File: config.mk
export PLATFORM = sky130hd
export DESIGN_NAME = sdc_request_arbiter
export DESIGN_NICKNAME = d
export VERILOG_FILES = /design/src/rtl/sdc_arb_pkg.sv /design/src/rtl/activity_led_timer.sv /design/src/rtl/sdc_request_arbiter.sv
export SDC_FILE = /design/constraint.sdc
export NUM_CORES = 1
export LEC_CHECK = 0
export ABC_AREA = 1
export CAP_MARGIN = 20
export CORE_MARGIN = 10
export CORE_UTILIZATION = 40
export CTS_CLUSTER_DIAMETER = 40
export DETAILED_ROUTE_END_ITERATION = 12
export PLACE_DENSITY_LB_ADDON = 0.08
export SYNTH_ARGS = -nofsm -noshare
export SYNTH_HDL_FRONTEND = slang
export SYNTH_SLANG_ARGS = --single-unit
File: constraint.sdc
create_clock -name clk -period 4.6 [get_ports clk]
set_input_delay 0.46 -clock clk [delete_from_list [all_inputs] [get_ports clk]]
set_output_delay 0.46 -clock clk [all_outputs]
set_load 0.01 [all_outputs]
File: src/rtl/sdc_arb_pkg.sv
// Shared types and the round-robin picker for the sd-card request arbiter.
// The picker works on a fixed 8-bit vector so that any channel count up to 8 can use it.
package sdc_arb_pkg;

  typedef enum logic [1:0] {IDLE, SETUP, REQ, XFER} arb_state_t;
  typedef enum logic {OP_RD, OP_WR} arb_op_t;

  localparam int MAX_NCH = 8;

  typedef struct packed {
    logic       valid;
    logic [2:0] idx;
  } rr_pick_t;

  function automatic rr_pick_t rr_pick(
    input logic [MAX_NCH-1:0] pending,
    input logic [2:0]         ptr,
    input int                 nch
  );
    rr_pick_t   r;
    logic [3:0] idx;
    r = '0;
    for (int k = 0; k < MAX_NCH; k++) begin
      idx = {1'b0, ptr} + 4'(k);
      if (idx >= 4'(nch)) idx = idx - 4'(nch);
      if (k < nch && !r.valid && pending[idx[2:0]]) begin
        r.valid = 1'b1;
        r.idx   = idx[2:0];
      end
    end
    return r;
  endfunction

endpackage

File: src/rtl/activity_led_timer.sv
// Per-channel activity timer: reloads to all-ones on load, counts down to zero.
// The LED is lit whenever the count is non-zero.
module activity_led_timer #(
  parameter int LED_W = 16
) (
  input  logic clk,
  input  logic reset,
  input  logic load,
  output logic active
);

  logic [LED_W-1:0] timer_q, timer_d;

  always_comb begin
    timer_d = timer_q;
    if (load) timer_d = '1;
    else if (timer_q != '0) timer_d = timer_q - 1'b1;
  end

  always_ff @(posedge clk) begin
    if (reset) timer_q <= '0;
    else timer_q <= timer_d;
  end

  assign active = (timer_q != '0);

endmodule

File: src/rtl/sdc_request_arbiter.sv
// Round-robin arbiter between NCH storage clients and the single sd-card host port.
// Grants run IDLE -> SETUP -> REQ -> XFER with a level handshake on sdc_busy.
module sdc_request_arbiter
  import sdc_arb_pkg::*;
#(
  parameter int NCH   = 4,
  parameter int LBA_W = 32,
  parameter int LED_W = 16
) (
  input  logic                   clk,
  input  logic                   reset,
  input  logic [NCH-1:0]         req_rd,
  input  logic [NCH-1:0]         req_wr,
  input  logic [NCH*LBA_W-1:0]   req_lba,
  input  logic [NCH*8-1:0]       req_dout,
  input  logic [NCH-1:0]         wprot,
  output logic [NCH-1:0]         ch_busy,
  output logic [LBA_W-1:0]       sdc_lba,
  output logic [NCH-1:0]         sdc_rd,
  output logic [NCH-1:0]         sdc_wr,
  output logic [7:0]             sdc_data_out,
  input  logic                   sdc_busy,
  output logic [$clog2(NCH)-1:0] grant_id,
  output logic [NCH-1:0]         led
);

  localparam int IW = $clog2(NCH);

  arb_state_t         state_q, state_d;
  arb_op_t            op_q, op_d;
  logic [IW-1:0]      gid_q, gid_d;
  logic [IW-1:0]      rr_q, rr_d;
  logic [LBA_W-1:0]   lba_q, lba_d;
  logic [NCH-1:0]     prd_q, prd_d;
  logic [NCH-1:0]     pwr_q, pwr_d;
  logic [NCH-1:0]     wp_mask, cand, gnt_oh;
  logic [NCH-1:0]     clr_rd, clr_wr, led_load;
  logic [MAX_NCH-1:0] pick_vec;
  rr_pick_t           pick;
  logic [IW-1:0]      win;

  always_comb begin
    wp_mask  = pwr_q & wprot;
    cand     = prd_q | (pwr_q & ~wprot);
    pick_vec = '0;
    pick_vec[NCH-1:0] = cand;
    pick     = rr_pick(pick_vec, 3'(rr_q), NCH);
    win      = pick.idx[IW-1:0];
    gnt_oh   = '0;
    gnt_oh[gid_q] = 1'b1;

    state_d  = state_q;
    op_d     = op_q;
    gid_d    = gid_q;
    rr_d     = rr_q;
    lba_d    = lba_q;
    clr_rd   = '0;
    clr_wr   = '0;
    led_load = '0;

    unique case (state_q)
      IDLE: begin
        // protected writes are absorbed before any new grant
        if (|wp_mask) begin
          clr_wr = wp_mask;
        end else if (pick.valid) begin
          gid_d    = win;
          op_d     = prd_q[win] ? OP_RD : OP_WR;
          rr_d     = (int'(win) == NCH - 1) ? '0 : IW'(win + 1'b1);
          lba_d    = req_lba[int'(win)*LBA_W +: LBA_W];
          led_load[win] = 1'b1;
          state_d  = SETUP;
        end
      end
      SETUP: state_d = REQ;
      REQ: if (sdc_busy) state_d = XFER;
      XFER: begin
        if (!sdc_busy) begin
          if (op_q == OP_RD) clr_rd = gnt_oh;
          else clr_wr = gnt_oh;
          state_d = IDLE;
        end
      end
      default: state_d = IDLE;
    endcase

    prd_d = (prd_q & ~clr_rd) | req_rd;
    pwr_d = (pwr_q & ~clr_wr) | req_wr;
  end

  always_ff @(posedge clk) begin
    if (reset) begin
      state_q <= IDLE;
      op_q    <= OP_RD;
      gid_q   <= '0;
      rr_q    <= '0;
      lba_q   <= '0;
      prd_q   <= '0;
      pwr_q   <= '0;
    end else begin
      state_q <= state_d;
      op_q    <= op_d;
      gid_q   <= gid_d;
      rr_q    <= rr_d;
      lba_q   <= lba_d;
      prd_q   <= prd_d;
      pwr_q   <= pwr_d;
    end
  end

  always_comb begin
    sdc_rd  = '0;
    sdc_wr  = '0;
    ch_busy = '0;
    unique case (state_q)
      IDLE: ch_busy = wp_mask;
      REQ, XFER: ch_busy = gnt_oh & {NCH{sdc_busy}};
      default: ch_busy = '0;
    endcase
    if (state_q == REQ) begin
      if (op_q == OP_RD) sdc_rd = gnt_oh;
      else sdc_wr = gnt_oh;
    end
  end

  assign sdc_lba      = lba_q;
  assign grant_id     = gid_q;
  assign sdc_data_out = reset ? 8'h00 : req_dout[int'(gid_q)*8 +: 8];

  for (genvar i = 0; i < NCH; i++) begin : g_led
    activity_led_timer #(
      .LED_W(LED_W)
    ) u_led (
      .clk   (clk),
      .reset (reset),
      .load  (led_load[i]),
      .active(led[i])
    );
  end

endmodule
==> impl_metrics.ini, run 1 <==
[run_status]
status = finished, final reports clean

[placement]
dp_worst_setup_slack_ps = 1140
dpl.hpwl_mm = 18.7
numPortBuffers = 232
place_area_um2 = 10200
finalWeightedCongestion = 0.878
place_inst = 1656

[global_route]
grt_pass1_vias = 7822
antenna_found_initial = 2
grt_max_degree = 67
grt_usage = 0.189
grt_pass1_wl_mm = 40.3
gr-total-overflow = 0

[timing]
final.setup.tns_ps = 0
worst_pin_slew_ps = 861
hold_viol = 0
fin_crit_sh = 0.703
rsz0062_at_grt = no
setup_ws_ps = 1370
timing.fmax_ghz = 0.309
min_period_ps = 3230
slew_headroom = 0.424
finalMaxSlewViolations = 0
setup_violations = 0
skew_ps = 9.65

[power_and_ir_drop]
p_per_area_nw_per_um2 = 586
irDropWorstVdd_mv = 0.409
p_leak_nw = 5.19

[run]
maxCapViolCount = 0

[worst_setup_path]
worst-path-stages = 10
slowest_stage = clkdlybuf4s50_1
worstSetupPathType = reg2out
max_stage_delay_ps = 600
cpMostUsedCell = inv_1
required_ps = 4140
cp_cell_sequence = inv_1 > ha_1 > inv_1 > nor3_1 > nand4_1 > inv_1 > nand2_1 > inv_1 > nand3_1 > clkdlybuf4s50_1
path_buf_inv = 5
cp_max_fo = 9
cp.arrival_ps = 2770
endpoint_kind = output pin
r2r_cells = 15
cp-start-kind = flop
crit_family = buffers and inverters

[logic_synthesis]
synth.area.mux_share = 0
ys_types = 39
synth_edf_count = 0
netlist_area_um2 = 7810
synth-simple-area-share = 0.324
yosysSeqAreaShare = 0.284
syn-num-nets = 1406
synthXorXnorAreaFrac = 0.0592
synth_area_leaders = dfxtp_1 28%, inv_1 13%, nand2_1 9.8%
netlist.area_leader.share = 0.284
ys_ff_latch = 111
synthCells = 1219
synth_ff_type = dfxtp_1
synth_top_family_by_area = simple AND/OR/NAND/NOR gates
synth_warnings = 0
yosys.area_share.adder = 0.0192
async_reset_ff_frac = 0
yosysTopAreaCell = dfxtp_1
synth.avg_cell_area_um2 = 6.41
synth_compound_area_frac = 0.134

[cells_and_area]
fillCellCount = 1993
area_growth_pct = 33.5
final_cells = 1672
final_cell_mix = 265 x inv_1, 231 x clkdlybuf4s50_1, 204 x nand2_1
postLayoutCoreUtil = 0.540
final_area_um2 = 10400
fin_nets = 1589
drive_gt1_frac = 0.0341
final_common_cell = inv_1

[route]
wl_per_cell_um = 15.0
drc_errors = 0
vias_per_cell = 4.89
ant_nets = 0
wl_mm = 25.0
drtIter0Drc = 420
drtPass1Iterations = 7
num_vias = 8179

[clock_tree]
clkSinkCount = 111
clkLatencyLatePin_ps = 360
cts_tree = yes
cts_resized = 0
htree_levels = 3
path_clk_slew_ps = 80
cts_made_buffers = 9
clk_path_buf_depth = 2
cts_root_buffer = clkbuf_16
cts_hold_buf = 0
postCtsSetupBuffers = 0

[floorplan]
rows = 51
io_pins = 233
die_w_um = 160
die_h_um = 160
die-area_um2 = 25500
core_area_um2 = 19300
initial_core_util = 0.404

[hold_path]
hold_depth = 2
hp-class = in2reg
cell type report:
cell class	instances	area (um^2)	share of cell area
Sequential cell	111	2220	0.213
Clock buffer	11	233	0.0223
Inverter	273	1030	0.0985
Antenna cell	1	2.50	0.000240
Tap cell	265	332	0.0318
Multi-Input combinational cell	766	4200	0.402
Clock inverter	4	32.5	0.00312
Timing Repair Buffer	241	2380	0.229
synth_stat cells (2+ instances only):
| master | instances |
|---|---|
| xnor2_1 | 22 |
| nand3b_1 | 5 |
| a22oi_1 | 16 |
| inv_2 | 6 |
| inv_1 | 265 |
| or2_2 | 2 |
| dfxtp_1 | 111 |
| o21ai_0 | 17 |
| nand2_1 | 205 |
| nand3_2 | 2 |
| nand4_1 | 77 |
| buf_2 | 19 |
| xor2_1 | 29 |
| nor2_1 | 83 |
| nand2_2 | 4 |
| o211ai_1 | 38 |
| o21a_1 | 32 |
| buf_4 | 14 |
| a21oi_1 | 44 |
| buf_6 | 5 |
| nor2_4 | 3 |
| nand3_1 | 138 |
| a31oi_1 | 8 |
| nor3_1 | 18 |
| clkbuf_1 | 29 |
| buf_1 | 2 |
| ha_1 | 12 |
| nand3_4 | 2 |
power breakdown:
group          total [mW]  internal (mW)  switching [mW]
Combinational        3.86           1.54            2.33
Clock               0.736          0.369           0.367
Sequential           1.52           1.28           0.244
Total                6.12           3.18            2.94
registers in the layout, summed over array words and instances (netlist names):
name                 flops
rr_q                     2
grant_id                 2
prd_q                    4
state_q                  2
sdc_lba                 32
op_q                     1
g_led.u_led.timer_q     64
pwr_q                    4
metal layers:
layer | up-vias | part of all wire | global-route usage | routed length (um)
met5 | - | 0.00052 | 0 | 13
met4 | 2 | 0.021 | 0.0586 | 531
met3 | 30 | 0.070 | 0.0653 | 1740
met2 | 189 | 0.48 | 0.321 | 12100
met1 | 3687 | 0.42 | 0.217 | 10600
li1 | 4271 | - | - | -
worst reg2reg max path, delay by kind of cell (launching register included):
kind            cells  cell delay [ps]
compound gates      2              210
fa+ha+maj           1              140
buf+inv             4              350
flops               1              660
simple gates        8             1700
metrics by stage:
| stage | hold WS, ps | power, mW |
|---|---|---|
| after detailed placement | 493 | 5.39 |
| after CTS | 493 | 6.16 |
| final | 503 | 6.12 |
| after global routing | 509 | 6.72 |
| after global placement | 495 | 5.38 |
| after floorplan | 462 | 4.38 |
final timing paths:
check | startpoint | end | slack [ps]
worst max-delay path | g_led[0].u_led.timer_q[0] | led[0] | 1370
worst min-delay path | reset | pwr_q[2] | 500
worst max register to register | rr_q[0] | g_led[2].u_led.timer_q[9] | 1510
worst min register to register | prd_q[1] | prd_q[1] | 510
kinds of logic after synthesis:
group	count (synthesis)
AND/OR/NAND/NOR	543
buffers and inverters	342
AO/OA/AOI/OAI	159
flip-flops	111
XOR/XNOR	52
adder cells (fa/ha/maj)	12
Power figures use the tool's default switching activity.
==> run 2: changes to the inputs <==
==> constraint.sdc (replaced) <==
create_clock -name clk -period 2.7 [get_ports clk]
set_input_delay 0.27 -clock clk [delete_from_list [all_inputs] [get_ports clk]]
set_output_delay 0.27 -clock clk [all_outputs]
set_load 0.01 [all_outputs]
==> impl_metrics.ini, run 2 (synthesis results as in run 1) <==
[route]
drtPass1Iterations = 5
vias_per_cell = 4.84
ant_nets = 0
drtIter0Drc = 549
wl_mm = 25.5
drc_errors = 0
num_vias = 8231
wl_per_cell_um = 15.0

[floorplan]
initial_core_util = 0.404
core_area_um2 = 19300
die_w_um = 160
die_h_um = 160
die-area_um2 = 25500
io_pins = 233
rows = 51

[timing]
min_period_ps = 2560
finalMaxSlewViolations = 0
timing.hold.ws_ps = 314
fin_crit_sh = 0.948
hold_viol = 0
worst_pin_slew_ps = 487
final.setup.tns_ps = 0
slew_headroom = 0.675
rsz0062_at_grt = no
timing.fmax_ghz = 0.391
setup_violations = 0
skew_ps = 8.71

[clock_tree]
cts_tree = yes
cts_made_buffers = 9
cts_root_buffer = clkbuf_16
clk_path_buf_depth = 2
clkSinkCount = 111
postCtsSetupBuffers = 0
path_clk_slew_ps = 80
htree_levels = 3
clkLatencyLatePin_ps = 360
cts_hold_buf = 0

[cells_and_area]
area_growth_pct = 38.4
largest_register_ffs = 64
fin_nets = 1619
largest-register = g_led.u_led.timer_q
final_area_um2 = 10800
drive_gt1_frac = 0.0598
final_cell_mix = 264 x inv_1, 231 x clkdlybuf4s50_1, 204 x nand2_1
antenna_cells = 0
final_common_cell = inv_1

[global_route]
gr-total-overflow = 0
grt_usage = 0.192
grt_pass1_wl_mm = 41.0
antenna_found_initial = 1
grt_pass1_vias = 7946
grt_max_degree = 67

[power_and_ir_drop]
p_per_area_nw_per_um2 = 1020
combPwrFrac = 0.638
irDropWorstVdd_mv = 0.651
p_sw_mw = 5.19
sw_frac_of_total = 0.469
seqPwrFrac = 0.235
p_leak_nw = 5.39
pwr-share-clk = 0.127
p_int_mw = 5.87

[worst_setup_path]
required_ps = 2430
reg2reg_from = rr_q[1]
cp.arrival_ps = 2290
cp_max_fo = 3
endpoint_kind = output pin
startpoint = g_led[2].u_led.timer_q[0]
worstSetupPathType = reg2out
rrSetupSlack_ps = 280
cp-start-kind = flop

[placement]
place_area_um2 = 10500
numPortBuffers = 232
finalWeightedCongestion = 0.911
dpl.hpwl_mm = 19.3

[hold_path]
hp-start = reset
hp-class = in2reg

[run]
maxCapViolCount = 0

[run_status]
status = finished, final reports clean
==> run 2: cell count changes in the layout (fill, tap and decap cells not counted), moves of 2 or more <==
cell and delta:
nor2_1 -2, buf_4 +23, inv_6 +3, buf_12 +7
==> run 2: what timing repair did <==
item                                    4_1_cts  5_1_grt
endpoints found under the hold margin         0        0
resized for setup                             1        8
endpoints found under the setup margin        1       29
==> run 2: cell type report <==
type                            instances  area, um^2
Fill cell                            1944        8520
Multi-Input combinational cell        766        4230
Timing Repair Buffer                  271        2700
Sequential cell                       111        2220
Inverter                              273        1030
Tap cell                              265         332
Clock buffer                           10         229
Clock inverter                          6        72.6
==> run 2: power by group through the flow <==
stage                     Clock, mW  Sequential (mW)  Combinational, mW
final                          1.41             2.60               7.06
after global routing           1.51             2.67               7.93
after detailed placement          0             2.61               6.99
after global placement            0             2.61               6.98
after floorplan                   0             2.59               4.88
after CTS                      1.45             2.59               7.04
==> run 2: worst paths after layout <==
kind | to | cells past startpoint
worst min-delay path | pwr_q[3] | 2
worst min register to register | prd_q[0] | 2
worst max register to register | g_led[1].u_led.timer_q[9] | 16
worst max-delay path | led[2] | 8
==> run 2: per-layer routing <==
metal	track usage	up-vias	routed length [um]
met5	0	-	0
met4	0.0459	0	374
met3	0.0663	24	1850
met2	0.342	176	12800
met1	0.214	3701	10500
li1	-	4330	-
==> run 2: per-stage QoR <==
step / util / setup slack (ps) / instances / total power, mW
after floorplan: - / 373 / 1219 / 7.47
after global placement: 0.542 / -3.27 / 1686 / 9.59
final: 0.559 / 141 / 1702 / 11.1
after CTS: 0.558 / 44.7 / 1702 / 11.1
after detailed placement: 0.542 / -30.2 / 1686 / 9.60
after global routing: 0.559 / 5.46 / 1702 / 12.1
==> run 2: worst max-delay path: stages (launching register included) <==
cell	delay, ps
dfxtp_1	300
inv_1	90
ha_1	170
inv_1	50
nor3_1	240
nand2_1	170
nor2_1	240
nand4_1	140
clkdlybuf4s50_1	500
